`src/rtl/adder_pipe.sv`:
```
// Pipelined carry-segmented adder/subtractor.
// One register stage per SEG-bit carry segment, valid/ready handshake.
module adder_pipe #(
  parameter int WA  = 8,
  parameter int WB  = 5,
  parameter int SEG = 4
) (
  input  logic          clk,
  input  logic          rst,
  input  logic          in_valid,
  output logic          in_ready,
  input  logic [WA-1:0] a,
  input  logic [WB-1:0] b,
  input  logic          sub,
  output logic          out_valid,
  input  logic          out_ready,
  output logic [WA-1:0] sum,
  output logic          cout
);

  localparam int NSTG = (WA + SEG - 1) / SEG;

  logic                     adv;
  logic [WA-1:0]            bx;
  logic [WA-1:0]            beff;
  logic [NSTG-1:0][WA-1:0]  aq;
  logic [NSTG-1:0][WA-1:0]  bq;
  logic [NSTG-1:0][WA-1:0]  sq;
  logic [NSTG-1:0]          cq;
  logic [NSTG-1:0]          vq;
  logic                     unused_skew;

  assign bx   = WA'(b);
  assign beff = sub ? ~bx : bx;

  assign adv       = ~out_valid | out_ready;
  assign in_ready  = adv;
  assign out_valid = vq[NSTG-1];
  assign sum       = sq[NSTG-1];
  assign cout      = cq[NSTG-1];

  // Last stage has no later segment to feed, so its skew copy is dead.
  assign unused_skew = ^{aq[NSTG-1], bq[NSTG-1]};

  for (genvar k = 0; k < NSTG; k++) begin : stg
    localparam int LO = k * SEG;
    localparam int HI = ((k + 1) * SEG > WA) ? WA : (k + 1) * SEG;
    localparam int W  = HI - LO;

    logic [WA-1:0] ai;
    logic [WA-1:0] bi;
    logic [WA-1:0] si;
    logic [WA-1:0] sn;
    logic          ci;
    logic          vi;
    logic [W:0]    sg;

    if (k == 0) begin : g_src
      assign ai = a;
      assign bi = beff;
      assign si = '0;
      assign ci = sub;
      assign vi = in_valid & adv;
    end else begin : g_skw
      assign ai = aq[k-1];
      assign bi = bq[k-1];
      assign si = sq[k-1];
      assign ci = cq[k-1];
      assign vi = vq[k-1];
    end

    assign sg = {1'b0, ai[HI-1:LO]}
              + {1'b0, bi[HI-1:LO]}
              + (W+1)'(ci);

    always_comb begin
      sn        = si;
      sn[HI-1:LO] = sg[W-1:0];
    end

    always_ff @(posedge clk) begin
      if (rst) begin
        vq[k] <= 1'b0;
        cq[k] <= 1'b0;
        aq[k] <= '0;
        bq[k] <= '0;
        sq[k] <= '0;
      end else if (adv) begin
        vq[k] <= vi;
        if (vi) begin
          cq[k] <= sg[W];
          aq[k] <= ai;
          bq[k] <= bi;
          sq[k] <= sn;
        end
      end
    end
  end

endmodule

```
`config.mk`:
```
export PLATFORM = sky130hd
export DESIGN_NAME = adder_pipe
export DESIGN_NICKNAME = d
export VERILOG_FILES = /design/src/rtl/adder_pipe.sv
export SDC_FILE = /design/constraint.sdc
export NUM_CORES = 1
export LEC_CHECK = 0
export CAP_MARGIN = 10
export CORE_MARGIN = 3
export CORE_UTILIZATION = 25
export DETAILED_ROUTE_END_ITERATION = 8
export PLACE_DENSITY = 0.52
export SLEW_MARGIN = 20
export SYNTH_ARGS = -nofsm -noshare
export SYNTH_HDL_FRONTEND = slang
export SYNTH_SLANG_ARGS = --single-unit
```
`constraint.sdc`:
```
create_clock -name clk -period 4.35 [get_ports clk]
set_input_delay 1.305 -clock clk [delete_from_list [all_inputs] [get_ports clk]]
set_output_delay 1.305 -clock clk [all_outputs]
set_load 0.02 [all_outputs]
```
==> reports/qor.yml, run 1 <==
run_status:
  status: "completed"
worst_setup_path:
  cp_common_cell: "clkdlybuf4s50_1"
  cp_top_family: "buffers and inverters"
  start_kind: "input port"
  critical_path_arrival_ns: 2.60
  worstPathCellList: "clkdlybuf4s50_1, nand2b_1, clkdlybuf4s50_1"
  crit_fanout: 7
  reg2reg_to: "sum[7]$_SDFFE_PP0P_"
  r2r_cells: 5
  slowest_delay_ns: 0.64
  crit_path_top_delay_cell: "clkdlybuf4s50_1"
  path_buf_inv: 2
  worstSetupPathType: "in2out"
  rrSetupSlack_ns: 2.71
  r2r_start: "stg[1].ai[4]$_SDFFE_PP0P_"
  worst_setup_path_end_kind: "primary output"
  crit_required_ns: 3.04
clock_tree:
  clk_latency_ns: 0.26
  hold_buffers: 0
  cts.sinks: 22
  clockBufferDepth: 2
  post-cts-setup-buffers: 0
  cts-root-buf: "clkbuf_8"
  htreeDepth: 1
  numCtsBuffers: 3
  clk_pin_slew_ns: 0.07
  cts_tree: "done"
  post_cts_resized: 0
sta:
  rsz0062_at_grt: "no"
  slew_headroom_pct: 69.8
  slew_viol_final: 0
  hold_violations: 0
  fin_hold_ws_ns: 0.454
  max_freq_ghz: 0.256
  period_minus_slack_ns: 3.91
  period_share_pct: 89.8
  fin_tns_setup_ns: 0
  tightestPinTransition_ns: 0.452
  setup_viol: 0
  finClkSkew_ns: 0.00166
logic_synthesis:
  postSynthCellCount: 122
  synth_top_area_share_pct: 40.4
  synth_edf_count: 0
  ys_seq_elements: 22
  synth_common_cells: "nand2_1, dfxtp_1, a21oi_1"
  yosysMostFrequentCell: "nand2_1"
  synthArstFlopShare_pct: 0
  syn_area_per_cell_um2: 8.94
  synthFlopType: "dfxtp_1"
  yosys_warnings: 0
  syn_nets: 149
  netlist-cell-type-count: 27
  syn-cell-area_mm2: 0.00109
  synth_largest_area_cell: "dfxtp_1"
  ys_seq_area_share_pct: 40.4
  ys_top_cells_by_area: "dfxtp_1, nand2_1, a21oi_1"
worst_hold_path:
  min_path_type: "reg2reg"
  worstHoldPathCells: 2
  min_to: "sum[6]$_SDFFE_PP0P_"
  min_from: "sum[6]$_SDFFE_PP0P_"
placement:
  dpl.cell_count: 194
  dp.final_hpwl_mm: 1.78
  place_area_mm2: 0.00141
  gp_congestion: 0.706
  port_buffers: 28
floorplanning:
  dieHeight_um: 72.1
  rows: 23
  io-pin-count: 29
  core_area_mm2: 0.00412
  die-width_um: 72.1
  start_util_pct: 26.5
  fp.dieArea_mm2: 0.00519
detailed_routing:
  ant_nets: 0
  vias_per_cell: 4.36
  remaining_drc_errors: 0
  wl_mm: 2.19
  drtIter0Drc: 19
  routedWlPerCell_um: 11.1
  dr.pass1.iters: 4
  num_vias: 858
cells_and_area:
  diodes: 0
  fin_cells: 197
  area_growth_pct: 32.6
  fin_area_mm2: 0.00145
  nets: 176
  drive_above_1_share_pct: 4.08
flow_run:
  drv_cap: 0
global_route:
  grt_first_pass_wirelength_mm: 4.08
  grt_max_degree: 15
  overflow: 0
  antenna_found_initial: 0
  track_usage_pct: 10.0
  grt_pass1_vias: 879
power:
  cellPowerDensity_mw_per_mm2: 310
  peakVddDrop_mv: 0.0911
  power_leakage_nw: 0.557
-- worst reg2reg max path, stage by stage (launching register included) --
cell     delay (ns)
dfxtp_1        0.33
fa_1           0.45
a21o_1         0.18
a21oi_1        0.18
nor4_1         0.07
a311o_1        0.32
-- routing by layer --
metal | share of wire [%] | wire length [um] | vias up | global-route usage [%]
li1 | - | - | 464 | -
met1 | 54 | 1170 | 363 | 14.0
met2 | 39 | 844 | 26 | 14.4
met3 | 5.6 | 123 | 5 | 2.22
met4 | 2.2 | 48 | 0 | 5.01
met5 | 0 | 0 | - | 0
-- final cells by class --
type / instances / area [um2]
flip-flops and latches: 22 / 440
fillers: 426 / 2670
multi-input cells: 88 / 596
clock buffers: 3 / 41.3
repair buffers: 29 / 288
inverters: 5 / 18.8
well taps: 50 / 62.6
-- layout by cell type (no fill, tap or decap), types with 2 or more instances in the layout --
cell type	netlist	final
inv_1	5	5
a211oi_1	6	6
a21o_1	3	3
nand2_1	26	26
ha_1	6	6
a311o_1	2	2
xor2_1	3	3
clkdlybuf4s50_1	0	28
nor2_1	7	7
dfxtp_1	22	22
clkbuf_8	0	3
and2_1	2	2
xnor2_1	4	4
a21oi_1	15	15
fa_1	3	3
-- sequential cells by signal, indices dropped and copies added, names as in the netlist --
signal	count
sum	8
stg.ai	4
stg.si	4
stg.bi	2
cout	1
out_valid	1
stg.ci	1
stg.vi	1
-- cell families after synthesis --
family	count (synthesis)	synth area share, %
xor+xnor	7	5.62
compound gates	28	16.2
fa+ha+maj	9	12.4
flops	22	40.4
simple gates	43	19.0
mux	1	1.38
buf+inv	12	5.05
-- worst max-delay path by stage --
stage | endpoint | from | slack (ns) | cells after the start
floorplan | in_ready | out_ready | 1.46 | 2
global placement | in_ready | out_ready | 0.48 | 3
detailed placement | in_ready | out_ready | 0.44 | 3
CTS | in_ready | out_ready | 0.44 | 3
global route | in_ready | out_ready | 0.37 | 3
finish | in_ready | out_ready | 0.44 | 3
-- stage by stage --
step / setup slack [ns] / util (%) / total power, mW
floorplan: 1.46 / - / 0.291
global placement: 0.477 / 34.1 / 0.328
detailed placement: 0.443 / 34.1 / 0.330
global route: 0.373 / 35.1 / 0.477
finish: 0.442 / 35.1 / 0.448
CTS: 0.442 / 35.1 / 0.453
-- power by group --
| part | leakage (nW) | internal (mW) | switching, mW | total [mW] |
|---|---|---|---|---|
| logic | 0.354 | 0.0516 | 0.0494 | 0.101 |
| registers | 0.181 | 0.215 | 0.00811 | 0.224 |
| clock network | 0.0216 | 0.0617 | 0.0617 | 0.123 |
| total | 0.557 | 0.329 | 0.119 | 0.448 |
No activity file was read; power rests on OpenSTA's default activity.
==> inputs of run 2 (changes only) <==
Settings changed: SKIP_CTS_REPAIR_TIMING from default to 1.
==> results of run 2 <==
Same layout as run 1: the final DEF is identical, and so are final timing and power.
==> inputs of run 3 (changes only) <==
Settings changed: CTS_BUF_LIST from default to sky130_fd_sc_hd__clkbuf_4 sky130_fd_sc_hd__clkbuf_8.
Clock period 4.35 ns to 5 ns, I/O delays scaled along.
==> run 3 against run 2 <==
First-iteration DRC count grew 74%; die area is the same; sequential cell count is the same; global-route usage shrank 0.30 points; via count grew 3.0%; power shrank 0.12%; critical endpoint unchanged; largest cell class unchanged; largest power group unchanged.
==> reports/qor.yml, run 3 (synthesized netlist as in run 1, its figures left out) <==
run_status:
  status: "completed"
cells_and_area:
  largest_reg_flops: 8
  finish.utilization_pct: 35.9
  fin_cells: 198
  area_growth_pct: 35.3
  nets: 176
  layout_common_cells: "clkdlybuf4s50_1, nand2_1, dfxtp_1"
  drive_above_1_share_pct: 4.73
  layout_commonest_cell: "clkdlybuf4s50_1"
  diodes: 0
  fin_area_mm2: 0.00148
worst_setup_path:
  rrSetupSlack_ns: 3.38
  crit_fanout: 7
  worstSetupPathType: "in2out"
  worstPathCellList: "clkdlybuf4s50_1, nand2b_1, clkdlybuf4s50_1"
  reg2reg_to: "sum[7]$_SDFFE_PP0P_"
  crit_end: "in_ready"
  r2r_cells: 5
  worst_setup_path_end_kind: "primary output"
  crit_required_ns: 3.50
  slowest_delay_ns: 0.65
  start_kind: "input port"
  critical_path_arrival_ns: 2.81
  r2r_start: "stg[1].ai[4]$_SDFFE_PP0P_"
  startpoint: "out_ready"
  cp_common_cell: "clkdlybuf4s50_1"
  crit_path_top_delay_cell: "clkdlybuf4s50_1"
floorplanning:
  start_util_pct: 26.5
  dieHeight_um: 72.1
  rows: 23
  io-pin-count: 29
  die-width_um: 72.1
  core_area_mm2: 0.00412
  fp.dieArea_mm2: 0.00519
clock_tree:
  numCtsBuffers: 3
  htreeDepth: 1
  cts.sinks: 22
  clockBufferDepth: 2
  cts_tree: "done"
  cts-root-buf: "clkbuf_8"
  clk_latency_ns: 0.26
  clk_pin_slew_ns: 0.08
placement:
  place_area_mm2: 0.00141
  dpl.cell_count: 194
  dp.final_hpwl_mm: 1.84
  gp_congestion: 0.683
  port_buffers: 28
  place_ws_ns: 0.697
global_route:
  grt_max_degree: 25
  grt_first_pass_wirelength_mm: 4.04
  antenna_found_initial: 0
  track_usage_pct: 9.71
  overflow: 0
  grt_pass1_vias: 878
sta:
  fin_hold_ws_ns: 0.453
  tightestPinTransition_ns: 0.450
  period_share_pct: 86.2
  max_freq_ghz: 0.232
  hold_violations: 0
  finalWorstSetupSlack_ns: 0.689
  finClkSkew_ns: 0.00190
  setup_viol: 0
  fin_tns_setup_ns: 0
  rsz0062_at_grt: "no"
  slew_viol_final: 0
  slew_headroom_pct: 70.0
  period_minus_slack_ns: 4.31
detailed_routing:
  drtIter0Drc: 33
  ant_nets: 0
  num_vias: 884
  vias_per_cell: 4.46
  routedWlPerCell_um: 11.5
  wl_mm: 2.28
  remaining_drc_errors: 0
  dr.pass1.iters: 4
power:
  cellPowerDensity_mw_per_mm2: 303
  power_leakage_nw: 0.571
  peakVddDrop_mv: 0.0893
  finalPower_mw: 0.447
flow_run:
  drv_cap: 0
worst_hold_path:
  min_path_type: "reg2reg"
[run 3: cell types whose count changed in the layout (fill, tap and decap cells not counted)]
cell and change:
bufinv_16 +1
[run 3: final cells by class]
class                      count  area (um2)
multi-input combinational     88         596
tap                           50        62.6
clock inverter                 1        30.0
timing repair buffer          29         288
clock buffer                   3        41.3
sequential                    22         440
inverter                       5        18.8
fill                         418        2640
[run 3: critical path: cells and delay by family]
family | cells | cell delay, ns
and+or+nand+nor | 1 | 0.22
buffers and inverters | 2 | 1.10
[run 3: layer usage]
| metal | routed length, um | share of wire (%) | track usage (%) | up-vias |
|---|---|---|---|---|
| li1 | - | - | - | 464 |
| met1 | 1190 | 52 | 13.3 | 385 |
| met2 | 944 | 41 | 14.8 | 31 |
| met3 | 110 | 4.8 | 2.22 | 4 |
| met4 | 29 | 1.3 | 3.76 | 0 |
| met5 | 0 | 0 | 0 | - |
[run 3: power breakdown]
part           internal [mW]  switching (mW)  leakage [nW]  total [mW]
Combinational         0.0449          0.0426         0.354      0.0875
Sequential             0.187         0.00725         0.181       0.195
Clock                  0.107          0.0585        0.0357       0.165
[run 3: worst min-delay path by stage]
stage	from	endpoint	slack, ns	cells after the start
3_5_place_dp	sum[6]$_SDFFE_PP0P_	sum[6]$_SDFFE_PP0P_	0.45	2
6_report	sum[6]$_SDFFE_PP0P_	sum[6]$_SDFFE_PP0P_	0.45	2
4_1_cts	sum[6]$_SDFFE_PP0P_	sum[6]$_SDFFE_PP0P_	0.46	2
3_3_place_gp	sum[6]$_SDFFE_PP0P_	sum[6]$_SDFFE_PP0P_	0.44	2
5_1_grt	stg[1].si[1]$_SDFFE_PP0P_	sum[1]$_SDFFE_PP0P_	0.47	2
2_1_floorplan	stg[1].si[3]$_SDFFE_PP0P_	sum[3]$_SDFFE_PP0P_	0.43	2
==> variant 1, RTL diff (flow settings as in run 3) <==
Set the parameter `WB` to 4 (it was 5).
--- a/src/rtl/adder_pipe.sv
+++ b/src/rtl/adder_pipe.sv
@@ -3,5 +3,5 @@
 module adder_pipe #(
   parameter int WA  = 8,
-  parameter int WB  = 5,
+  parameter int WB  = 4,
   parameter int SEG = 4
 ) (
Ports: changed (resized b); port bits go from 29 to 28. No check against the original RTL was run, so the function may have changed too.
==> variant 1 against run 3 <==
Critical path depth is the same; routed wire length is 7.8% lower; area after synthesis down 0.69%; die area is 0.62% lower; sequential cell count shrank 1; clock power fell by 32%; worst setup slack gained 0.090 ns; design area down 5.0%; total power decreased by 14%.
==> variant 1: results (changes against run 3) <==
* Outcome: completed
* Fillers at 435 (+4.1%)
* Hold Path Sink: sum[0]
* Reg-to-reg slack, setup at 3.06 ns (-0.32 ns)
* WL/cell at 11.1 um (-3.4%)
* Synth cell types at 31 (+15%)
* Fmax at 237 MHz (+2.1%)
* First-pass GRT wire length at 3690 um (-8.5%)
* Hold Crit Start: sum[0]
* Vias in the first global route at 854 (-2.7%)
* Top cells by count, synth: nand2_1, dfxtp_1, a21oi_1
* Initial DRC count at 29 (-12%)
* Largest register FFs at 8 (unchanged)
* Buffers on Ports at 27 (-3.6%)
* Switching Power at 98.7 uW (-8.8%)
* Layout cells sized above 1 at 8.63% (+3.9 points)
* H-Tree Depth at 1 (unchanged)
* Least-Margin Pin Slew at 0.857 ns (+0.407 ns)
* Dpl hpwl at 1680 um (-8.7%)
* Worst r2r src: stg[1].bi[6]
* GRT Total Usage at 8.86% (-0.85 points)
* Static leakage at 0.556 nW (-2.5%)
* Top cells by area, synth: dfxtp_1, nand2_1, a21oi_1, ha_1, fa_1
* Synth Net Count at 140 (-6.0%)
* Placer Congestion at 0.738 (+8.1%)
* Layout Skew at 0.00106 ns (-0.000838 ns)
* Dpl ws at 0.767 ns (+0.0703 ns)
* Worst-case vdd ir drop at 0.0000793 V (-11%)
* Worst r2r dst: cout
* DR vias/cell at 4.42 (-1.0%)
* Final net count at 166 (-5.7%)
* Largest net degree at the start of global routing at 26 (+4.0%)
==> variant 1: cell count changes in the layout (fill, tap and decap cells not counted), sizes merged, moves of 2 or more <==
cell	change
a311o	-2
inv	-4
nor2	-2
nor3b	+2
nor4b	-2
==> variant 1: cells by family (layout without fill, tap and decap cells) <==
family | after synthesis | after routing | share of synthesized area (%)
XOR/XNOR | 6 | 6 | 4.85
AND/OR/NAND/NOR | 44 | 44 | 20.4
adder cells (fa/ha/maj) | 9 | 9 | 12.5
multiplexers | 1 | 1 | 1.39
buffers and inverters | 7 | 32 | 6.12
flip-flops | 21 | 21 | 38.8
AO/OA/AOI/OAI | 26 | 26 | 15.9
==> variant 1: how the worst max path moves through the flow <==
stage,start,endpoint,depth (start not counted)
after floorplan,out_ready,in_ready,2
after global placement,out_ready,in_ready,3
after detailed placement,out_ready,in_ready,3
after CTS,out_ready,in_ready,3
after global routing,out_ready,in_ready,3
final,out_ready,in_ready,3
==> variant 1: final cells by class <==
cell class / instances / area [um^2] / share of cell area, %
multi-input cells: 86 / 597 / 42.6
flip-flops and latches: 21 / 420 / 30.0
repair buffers: 27 / 270 / 19.3
well taps: 50 / 62.6 / 4.46
clock buffers: 4 / 48.8 / 3.48
inverters: 1 / 3.75 / 0.268
==> variant 1: worst max-delay path, delay by kind of cell <==
kind	cells	cell delay (ns)
AND/OR/NAND/NOR	1	0.15
buffers and inverters	2	1.07
==> variant 1: power groups by stage <==
stage          sequential [mW]  clock [mW]  combinational (mW)
2_1_floorplan            0.194           0              0.0525
3_3_place_gp             0.190           0              0.0841
3_5_place_dp             0.191           0              0.0856
4_1_cts                  0.187       0.117              0.0860
5_1_grt                  0.188       0.125              0.0947
6_report                 0.186       0.112              0.0849
==> variant 1: through the flow <==
stage | util, % | std cells | hold WS, ns | area, um^2
6_report | 34.3 | 189 | 0.457 | 1400
5_1_grt | 34.3 | 189 | 0.477 | 1400
4_1_cts | 34.3 | 189 | 0.460 | 1400
3_5_place_dp | 33.1 | 185 | 0.449 | 1350
3_3_place_gp | 33.1 | 185 | 0.449 | 1350
2_1_floorplan | - | 114 | 0.427 | 1080
==> variant 1: layer usage <==
layer	track usage, %	wire (um)
met5	0	0
met4	5.01	48
met2	14.9	996
met3	1.12	110
met1	10.8	944
==> variant 2, RTL diff (flow settings as in run 3) <==
Without the edit above. Make the reset (`rst`) asynchronous in one clocked block.
--- a/src/rtl/adder_pipe.sv
+++ b/src/rtl/adder_pipe.sv
@@ -79,5 +79,5 @@
     end
 
-    always_ff @(posedge clk) begin
+    always_ff @(posedge clk or posedge rst) begin
       if (rst) begin
         vq[k] <= 1'b0;
Formal check against the unedited RTL: differs if rst is asserted again (counterexample within 4 cycles, from zero or initial values and one cycle with rst high); with rst held inactive, the same outputs for 10 cycles.
==> variant 2 against run 3 <==
Routed wire length shrank 19%; area after synthesis grew 2.6%; sequential cell count is the same; worst setup slack gained 0.11 ns; design area grew 1.2%; critical endpoint unchanged.
Power is not compared: it rests on default switching activity, and its combinational part moved more than twofold at a synthesized area within 25%.
==> variant 2: results (changes against run 3) <==
* Worst Reg2Reg Path Length in Cells at 7 (+2)
* Final net count at 149 (-15%)
* Post-Place Cells at 167 (-14%)
* Layout cells sized above 1 at 14.9% (+10 points)
* Static leakage at 0.671 nW
* Initial DRT Pass Iterations at 2 (-2)
* Dpl ws at 0.796 ns (+0.0986 ns)
* WL/cell at 10.8 um (-6.2%)
* First-pass GRT wire length at 3290 um (-18%)
* Top cells by area, synth: dfrtp_1, mux2_2, ha_1, fa_1, xor2_1
* Inverters at 6 (+1)
* Hold Path Sink: out_valid
* Post-route cell area at 1490 um^2 (+1.2%)
* Reg-to-reg slack, setup at 3.36 ns (-0.02 ns)
* Fillers at 413 (-1.2%)
* Die area at 5320 um^2 (+2.4%)
* XOR/XNOR Fraction of Synth Area at 7.04% (+1.4 points)
* Area of the multi-input gates at 523 um^2 (-12%)
* Hold Crit Start: stg[1].vi
* Clock buffers at 4 (+1)
* Synth cell types at 18 (-33%)
* Mux cell area share after synthesis at 12.4% (+11 points)
* Outcome: completed
* Initial DRC count at 14 (-58%)
* Worst r2r src: stg[1].ai[4]
* Layout non-clock buf frac at 18.8% (-0.73 points)
* Vias in the first global route at 743 (-15%)
* Synth Net Count at 119 (-20%)
* Share of async-settable or async-resettable flops after synthesis at 100% (+100 points)
* Worst r2r dst: cout
* Via count at 724 (-18%)
* FF+latch area at 551 um^2 (+25%)
* Setup crit end: in_ready
* Dpl hpwl at 1530 um (-17%)
* Family with the most delay on the worst path: buffers and inverters
* Placed cell area at 1440 um^2 (+2.4%)
* Multi-input combinational gate total at 61 (-31%)
* Placer Congestion at 0.742 (+8.7%)
* Syn Inst Count at 92 (-25%)
* Total wire length at 1850 um (-19%)
* Largest net degree at the start of global routing at 23 (-8.0%)
* Clock-cell share of area at 3.69% (-1.1 points)
* Worst path max stage delay at 0.62 ns (-0.03 ns)
* Maximum fanout along the worst path at 5 (-2)
* Fmax at 238 MHz (+2.7%)
* Compound-gate portion of the synthesized area at 10.4% (-5.8 points)
* Adder-cell share of the synthesized area at 12.1% (-0.32 points)
* Layout Skew at 0.00783 ns (+0.00593 ns)
* Worst Setup SP: out_ready
* Sequential share of the synthesized area at 49.2% (+8.8 points)
[variant 2: changes by cell type in the layout (fill, tap and decap cells not counted), moves of 3 or more]
| cell | change |
|---|---|
| a211oi_1 | -6 |
| a21oi_1 | -12 |
| dfrtp_1 | +22 |
| dfxtp_1 | -22 |
| mux2_2 | +11 |
| nand2_1 | -14 |
| nor2_1 | -7 |
| o21ai_0 | +8 |
| xor2_1 | +3 |
[variant 2: per-layer routing]
metal  GRT usage (%)  wire length, um
met5               0                0
met3           0.689               92
met1            9.83              840
met2            13.4              881
met4            4.30               31
[variant 2: power by group]
group / total [mW] / leakage [nW] / switching (mW) / internal (mW)
Clock: 0.125 / 0.0288 / 0.0546 / 0.0700
Combinational: 0.263 / 0.377 / 0.123 / 0.139
Sequential: 0.263 / 0.265 / 0.0290 / 0.234
[variant 2: per-stage QoR]
step	power, mW	hold slack [ns]
floorplan	0.424	0.436
global placement	0.530	0.452
detailed placement	0.537	0.466
CTS	0.662	0.485
global route	0.700	0.514
finish	0.650	0.475
